$ cat src/rtl/uart_tx.sv
// Buffered 8N1 UART transmitter.
// Bytes enter a small FIFO through a valid/ready handshake and are shifted out LSB first.
// Frames are sent back to back with no idle gap while bytes remain queued.
// Optional feature: define UART_TX_PARITY_EN to insert an even-parity bit after data bit 7,
// which gives 8E1 framing (11 bits per frame).
module uart_tx #(
  parameter int unsigned CLKS_PER_BIT = 217,
  parameter int unsigned FIFO_DEPTH   = 4
) (
  input  logic       i_Clk,
  input  logic       i_rst_n,
  input  logic       i_tx_dv,
  input  logic [7:0] i_tx_byte,
  output logic       o_tx_ready,
  output logic       o_tx_serial,
  output logic       o_tx_active,
  output logic       o_tx_done
);

  localparam int unsigned CntW   = (CLKS_PER_BIT > 1) ? $clog2(CLKS_PER_BIT) : 1;
  localparam int unsigned PtrW   = (FIFO_DEPTH > 1) ? $clog2(FIFO_DEPTH) : 1;
  localparam int unsigned CountW = PtrW + 1;

  localparam logic [CntW-1:0]   CntMax   = CntW'(CLKS_PER_BIT - 1);
  localparam logic [CountW-1:0] FifoFull = CountW'(FIFO_DEPTH);

`ifdef UART_TX_PARITY_EN
  typedef enum logic [2:0] {StIdle, StStart, StData, StParity, StStop} state_e;
`else
  typedef enum logic [2:0] {StIdle, StStart, StData, StStop} state_e;
`endif

  // FIFO storage and bookkeeping
  logic [7:0]        mem_q [FIFO_DEPTH];
  logic [PtrW-1:0]   wr_ptr_q;
  logic [PtrW-1:0]   rd_ptr_q;
  logic [CountW-1:0] count_q;
  logic [7:0]        fifo_head;
  logic              fifo_empty;
  logic              push;
  logic              pop;

  // Transmit FSM state
  state_e          state_q;
  logic [CntW-1:0] clk_cnt_q;
  logic [2:0]      bit_idx_q;
  logic [7:0]      shreg_q;
  logic            serial_q;
  logic            active_q;
  logic            done_q;
  logic            bit_end;

  assign o_tx_ready  = (count_q < FifoFull);
  assign o_tx_serial = serial_q;
  assign o_tx_active = active_q;
  assign o_tx_done   = done_q;

  assign fifo_head  = mem_q[rd_ptr_q];
  assign fifo_empty = (count_q == '0);
  assign push       = i_tx_dv && o_tx_ready;
  assign bit_end    = (clk_cnt_q == CntMax);

  // Pop whenever the FSM is ready to start a frame: from idle, or on the last stop-bit cycle
  always_comb begin
    pop = 1'b0;
    if (!fifo_empty) begin
      if (state_q == StIdle) begin
        pop = 1'b1;
      end else if ((state_q == StStop) && bit_end) begin
        pop = 1'b1;
      end
    end
  end

  // FIFO data array; contents need no reset since pointers gate every read
  always_ff @(posedge i_Clk) begin
    if (push) begin
      mem_q[wr_ptr_q] <= i_tx_byte;
    end
  end

  // FIFO pointers and occupancy; pointers wrap naturally since depth is a power of 2
  always_ff @(posedge i_Clk or negedge i_rst_n) begin
    if (!i_rst_n) begin
      wr_ptr_q <= '0;
      rd_ptr_q <= '0;
      count_q  <= '0;
    end else begin
      if (push) begin
        wr_ptr_q <= wr_ptr_q + 1'b1;
      end
      if (pop) begin
        rd_ptr_q <= rd_ptr_q + 1'b1;
      end
      unique case ({push, pop})
        2'b10:   count_q <= count_q + 1'b1;
        2'b01:   count_q <= count_q - 1'b1;
        default: count_q <= count_q;
      endcase
    end
  end

  // Frame sequencer with registered line, active and done outputs
  always_ff @(posedge i_Clk or negedge i_rst_n) begin
    if (!i_rst_n) begin
      state_q   <= StIdle;
      clk_cnt_q <= '0;
      bit_idx_q <= '0;
      shreg_q   <= '0;
      serial_q  <= 1'b1;
      active_q  <= 1'b0;
      done_q    <= 1'b0;
    end else begin
      done_q <= 1'b0;
      unique case (state_q)
        StIdle: begin
          clk_cnt_q <= '0;
          bit_idx_q <= '0;
          if (pop) begin
            shreg_q  <= fifo_head;
            serial_q <= 1'b0;
            active_q <= 1'b1;
            state_q  <= StStart;
          end else begin
            serial_q <= 1'b1;
            active_q <= 1'b0;
          end
        end

        StStart: begin
          if (bit_end) begin
            clk_cnt_q <= '0;
            bit_idx_q <= '0;
            serial_q  <= shreg_q[0];
            state_q   <= StData;
          end else begin
            clk_cnt_q <= clk_cnt_q + 1'b1;
          end
        end

        StData: begin
          if (bit_end) begin
            clk_cnt_q <= '0;
            if (bit_idx_q == 3'd7) begin
              bit_idx_q <= '0;
`ifdef UART_TX_PARITY_EN
              // Even parity: the parity bit makes the count of ones in data+parity even
              serial_q  <= ^shreg_q;
              state_q   <= StParity;
`else
              serial_q  <= 1'b1;
              state_q   <= StStop;
`endif
            end else begin
              bit_idx_q <= bit_idx_q + 3'd1;
              serial_q  <= shreg_q[bit_idx_q + 3'd1];
            end
          end else begin
            clk_cnt_q <= clk_cnt_q + 1'b1;
          end
        end

`ifdef UART_TX_PARITY_EN
        StParity: begin
          if (bit_end) begin
            clk_cnt_q <= '0;
            serial_q  <= 1'b1;
            state_q   <= StStop;
          end else begin
            clk_cnt_q <= clk_cnt_q + 1'b1;
          end
        end
`endif

        StStop: begin
          if (bit_end) begin
            clk_cnt_q <= '0;
            done_q    <= 1'b1;
            if (pop) begin
              // Chain straight into the next start bit so frames have no idle gap
              shreg_q  <= fifo_head;
              serial_q <= 1'b0;
              state_q  <= StStart;
            end else begin
              serial_q <= 1'b1;
              active_q <= 1'b0;
              state_q  <= StIdle;
            end
          end else begin
            clk_cnt_q <= clk_cnt_q + 1'b1;
          end
        end

        default: begin
          clk_cnt_q <= '0;
          bit_idx_q <= '0;
          serial_q  <= 1'b1;
          active_q  <= 1'b0;
          state_q   <= StIdle;
        end
      endcase
    end
  end

endmodule
$ cat config.mk
export PLATFORM = sky130hd
export DESIGN_NAME = uart_tx
export DESIGN_NICKNAME = d
export VERILOG_FILES = /design/src/rtl/uart_tx.sv
export SDC_FILE = /design/constraint.sdc
export NUM_CORES = 1
export LEC_CHECK = 0
export BUFFER_PORTS_ARGS = -buffer_cell sky130_fd_sc_hd__clkbuf_2
export CELL_PAD_IN_SITES_DETAIL_PLACEMENT = 0
export CELL_PAD_IN_SITES_GLOBAL_PLACEMENT = 2
export CORE_MARGIN = 5
export CORE_UTILIZATION = 45
export DETAILED_ROUTE_END_ITERATION = 7
export GPL_TIMING_DRIVEN = 0
export PLACE_DENSITY = 0.91
export SYNTH_ARGS = -nofsm -noshare
export SYNTH_HDL_FRONTEND = slang
export SYNTH_SLANG_ARGS = --single-unit
$ cat constraint.sdc
create_clock -name i_Clk -period 3.6 [get_ports i_Clk]
set_input_delay 0.72 -clock i_Clk [delete_from_list [all_inputs] [get_ports i_Clk]]
set_output_delay 0.72 -clock i_Clk [all_outputs]
set_load 0.02 [all_outputs]
# Word-level counts from Yosys, hierarchy flattened
# Memory sizes are Yosys's and may differ from the RTL's.
# Index checks and enable logic that the tools add are counted.
# Widths: inputs -> output; s select.
[word_totals]
regBits = 32
ram_bits = 32
input_bits = 11
mem_count = 1
[memory_table]
columns = ["name", "depth", "width", "read_ports", "rd_clocked_by_memory_dff", "write_ports", "line_no", "text"]
rows = [
  ["mem_q", 4, 8, 1, 0, 1, "34", "logic [7:0] mem_q [FIFO_DEPTH];"],
]
[classes]
add_sub_neg = 6
n_lt_le_gt_ge = 2
eq_ne = 13
n_mux = 36
bitwise_logic = 2
n_reduce_logical = 13
[ops]
columns = ["operator", "count"]
rows = [
  ["$mux 8", 4],
  ["$mux 3", 8],
  ["$mux 1", 17],
  ["$pmux 8 s2", 1],
  ["$ne 2x2->1 const B", 6],
  ["$pmux 3 s4", 1],
  ["$pmux 3 s3", 1],
  ["$reduce_and 3->1", 3],
  ["$add 8x1->8 const B", 1],
  ["$eq 8x8->1 const B", 1],
  ["$add 3x1->3 const B", 2],
  ["$eq 3x2->1 const B", 2],
  ["$logic_not 3->1", 2],
  ["$pmux 3 s2", 1],
  ["$reduce_and 5->1", 1],
  ["$add 2x1->2 const B", 2],
  ["$lt 3x4->1 const B", 1],
  ["$pmux 1 s4", 1],
  ["$reduce_bool 2->1", 2],
  ["$bmux 1 s3", 1],
  ["$eq 3x1->1 const B", 1],
  ["$eq 3x3->1 const B", 1],
  ["$lt 3x3->1 const B", 1],
  ["$pmux 1 s3", 1],
  ["other kinds (8)", 10],
]

# Longest topological paths before layout
[depth]
ltp_word = 8
depth_mapped = 11
mapped_depth_nobuf = 11

# Worst setup path before layout
# Ideal clock, no wire load.
[synth_timing]
kind = "reg-to-reg"
start = "register clk_cnt_q[0]"
end = "register count_q[2]"
setup_ns = 0.080
t_arrival_ns = 2.236
required_time_ns = 3.520
slack_ns = 1.284
path_stages_with_launch = 12
n_path_buf = 0
synth_period_minus_slack_ns = 2.316
cell_sequence = "dfrtp_1 > inv_1 > ha_1 > nand3b_4 > nor3_1 > o21a_1 > ha_1 > inv_1 > fa_1 > xor2_1 > nor2_1 > xnor2_1"
[synth_via]
elab_chain_len = 7
word_cells_on_any_way = 9
[synth_lines]
columns = ["element", "line_no", "text"]
rows = [
  ["start, declared", "45", "logic [CntW-1:0] clk_cnt_q;"],
  ["start signal, assigned", "137", "clk_cnt_q <= clk_cnt_q + 1'b1;"],
  ["start signal, assigned", "159", "clk_cnt_q <= clk_cnt_q + 1'b1;"],
  ["start signal, assigned", "190", "clk_cnt_q <= clk_cnt_q + 1'b1;"],
  ["$eq 8x8->1 (*)", "61", "assign bit_end = (clk_cnt_q == CntMax);"],
  ["$logic_and 1x1->1 (*)", "69", "end else if ((state_q == StStop) && bit_end) begin"],
  ["$mux 1 (*)", "69", ""],
  ["$mux 1 (*)", "67", "if (state_q == StIdle) begin"],
  ["$mux 1 (*)", "66", "if (!fifo_empty) begin"],
  ["net pop", "41", "logic pop;"],
  ["$eq 2x1->1 / $eq 2x2->1 (equally long branches)", "95", "unique case ({push, pop})"],
  ["$pmux 3 s2 / $reduce_bool 2->1 (equally long branches)", "n/a", ""],
  ["end signal, assigned", "96", "2'b10: count_q <= count_q + 1'b1;"],
  ["end signal, assigned", "97", "2'b01: count_q <= count_q - 1'b1;"],
  ["end signal, assigned", "98", "default: count_q <= count_q;"],
  ["end, declared", "37", "logic [CountW-1:0] count_q;"],
]
# The timed path passes the listed nets; every way through them passes the cells marked *.
# A chain may end at the register's enable or synchronous reset.

# Final worst setup path
# Ends and elaborated chain as after synthesis.

==> impl_metrics.py <==
metrics = {
    "synthesis": {
        "ys_ff_latch": 63,
        "yosysSeqAreaShare_pct": 60.31,
        "synth_area_mm2": 0.002882,
        "synth_area_per_cell_um2": 14.93,
        "synthDistinctLibCells": 45,
        "yosysTopAreaCell": "edfxtp_1",
        "syn-num-nets": 219,
        "synth_ff_type": "edfxtp_1",
        "synth_top_area_share_pct": 33.35,
        "synthCells": 193,
        "yosys-top-cells-area": "edfxtp_1 (33%), dfrtp_1 (26%), mux4_2 (7.8%)",
        "yosysWarnings": 0,
        "synth_edf_count": 32,
        "async_flop_share_pct": 49.21,
    },
    "critical_path": {
        "required_ns": 3.86,
        "cp-start-kind": "flip-flop",
        "cp_max_fo": 8,
        "cp_slowest_cell": "dfrtp_1",
        "critPathBufInv": 2,
        "path_delay_family": "adder cells",
        "r2r_slack_ns": 0.94,
        "slowest_delay_ns": 0.45,
        "path_class": "flip-flop to flip-flop",
        "crit_chain": "inv_1 > ha_1 > nand3b_4 > nor3_1 > o21a_1 > ha_1 > inv_1 > fa_1 > xor2_1 > nor2_1 > xnor2_1",
        "timing.rr.end": "count_q[2]",
        "critPathArrivalTime_ns": 2.92,
        "r2r-start": "clk_cnt_q[0]",
        "reg2reg_depth": 11,
        "crit_path_end_kind": "flip-flop",
    },
    "placement": {
        "pre_cts_slack_ns": 0.9476,
        "routabilityCongestion": 0.7803,
        "dpl.hpwl_um": 3232,
        "portBuffers": 14,
    },
    "drt": {
        "avgViaCountPerCell": 5.200,
        "wire_per_inst_um": 15.37,
        "drt_wl_total_um": 4610,
        "drtIter0Drc": 49,
        "drcViolationCount": 0,
        "ant_nets": 0,
        "first_pass_iters": 5,
        "num_vias": 1560,
    },
    "die": {
        "coreArea_mm2": 0.006277,
        "dieArea_mm2": 0.008104,
        "die_h_um": 90.02,
        "start_util_pct": 45.90,
        "placementRows": 29,
        "ios": 15,
        "die_w_um": 90.02,
    },
    "cells_and_area": {
        "layout.nets": 244,
        "final_common_cell": "edfxtp_1",
        "final_cell_mix": "edfxtp_1 (32), dfrtp_1 (30), inv_1 (14), ha_1 (14), clkbuf_2 (14)",
        "drive_gt1_share_pct": 27.35,
        "num_antenna_cells": 0,
        "area_delta_synth_final_pct": 11.98,
    },
    "global_route": {
        "grt_pass1_vias": 1604,
        "grt_overflow_total": 0,
        "use_met1_pct": 16.31,
        "grt_most_used_layer": "met2",
        "grt_max_degree": 32,
        "met3_usage_pct": 3.589,
        "track_usage_pct": 12.28,
        "grt_pass1_wl_um": 7879,
        "use_met2_pct": 18.05,
        "antenna_found_initial": 0,
    },
    "timing": {
        "worst_slack_ns": 0.9421,
        "skew_ns": 0.007015,
        "whs_ns": 0.4464,
        "finalSetupTns_ns": 0,
        "hold_violations": 0,
        "worst_pin_slew_ns": 0.7655,
        "maxSlewHeadroom_pct": 48.97,
        "fin_crit_sh_pct": 73.83,
        "period_needed_ns": 2.658,
        "drv_slew": 0,
        "grt_setup_unrepaired": "false",
        "fmax_mhz": 376.2,
        "setup_viol": 0,
    },
    "outcome": {
        "outcome": "completed",
    },
    "cts": {
        "clock-sinks": 63,
        "numCtsBuffers": 9,
        "cts-root-buf": "clkbuf_8",
        "h-tree-depth": 3,
        "clkTransAtPathRegs_ns": 0.07,
        "cts_setup_buffers": 0,
        "cts_hold_buf": 0,
        "ctsResizeCount": 0,
        "cts_tree": "built",
        "cts_buffer_depth": 2,
        "clk_latency_ns": 0.34,
    },
    "pwr": {
        "worst_ir_drop_vdd_mv": 0.4550,
        "total_leakage_power_nw": 1.358,
        "p_per_area_mw_per_mm2": 782.9,
    },
    "worst_hold_path": {
        "hp-class": "primary input to asynchronous set/reset pin",
    },
    "job": {
        "max_cap_violations": 0,
    },
}
flip-flops by register name, summed over array words and instances (netlist names):
name / flops
mem_q: 32
o_tx_done: 1
rd_ptr_q: 2
wr_ptr_q: 2
clk_cnt_q: 8
shreg_q: 8
bit_idx_q: 3
state_q: 2
count_q: 3
o_tx_active: 1
o_tx_serial: 1
synth_stat cells, types with 5 or more instances:
library cell   n
ha_1          14
inv_1         14
xnor2_1        5
dfrtp_1       30
edfxtp_1      32
mux4_2        10
xor2_1         7
nand3_1        5
nor2_1        13
mux2_2         8
where the power goes:
group          switching [mW]  leakage, nW  internal, mW
Clock                   0.292       0.0870         0.257
Sequential              0.113        0.678         0.956
Combinational           0.465        0.593         0.443
per-stage QoR:
stage / cells / power (mW) / cell area [µm²] / util (%)
2_1_floorplan: 193 / 1.785 / 2882 / -
3_3_place_gp: 284 / 1.975 / 3048 / 48.55
3_5_place_dp: 284 / 2.000 / 3048 / 48.55
4_1_cts: 300 / 2.563 / 3227 / 51.41
5_1_grt: 300 / 2.714 / 3227 / 51.41
6_report: 300 / 2.526 / 3227 / 51.41
metal layers:
metal  up-vias  wire [µm]
li1        762          -
met1       771       2199
met2        19       2210
met3         8        131
met4         0         69
met5         -          0
area by class of cell:
class                      count  area, µm²
sequential                    63       1738
clock buffer                   9      123.9
timing repair buffer          14      70.07
tap                           77      96.34
clock inverter                 7      55.05
fill                         509       3050
inverter                      14      52.55
buffer                         5      26.28
multi-input combinational    111       1065
how the worst max path moves through the flow:
stage                       startpoint    endpoint  slack (ns)  cells after the start
after floorplan           clk_cnt_q[0]  count_q[2]        1.28                     11
after global placement    clk_cnt_q[0]  count_q[2]        0.92                     11
after detailed placement  clk_cnt_q[0]  count_q[2]        0.95                     11
after CTS                 clk_cnt_q[0]  count_q[2]        0.91                     11
after global routing      clk_cnt_q[0]  count_q[2]        0.74                     11
final                     clk_cnt_q[0]  count_q[2]        0.94                     11
cell families after synthesis:
group | Yosys count | share of synthesized area (%)
AO/OA/AOI/OAI | 22 | 6.166
XOR/XNOR | 12 | 3.647
adder cells (fa/ha/maj) | 15 | 6.774
buffers and inverters | 19 | 2.735
flip-flops | 63 | 60.31
multiplexers | 20 | 11.68
AND/OR/NAND/NOR | 42 | 8.685
(Power assumes the default switching activity.)
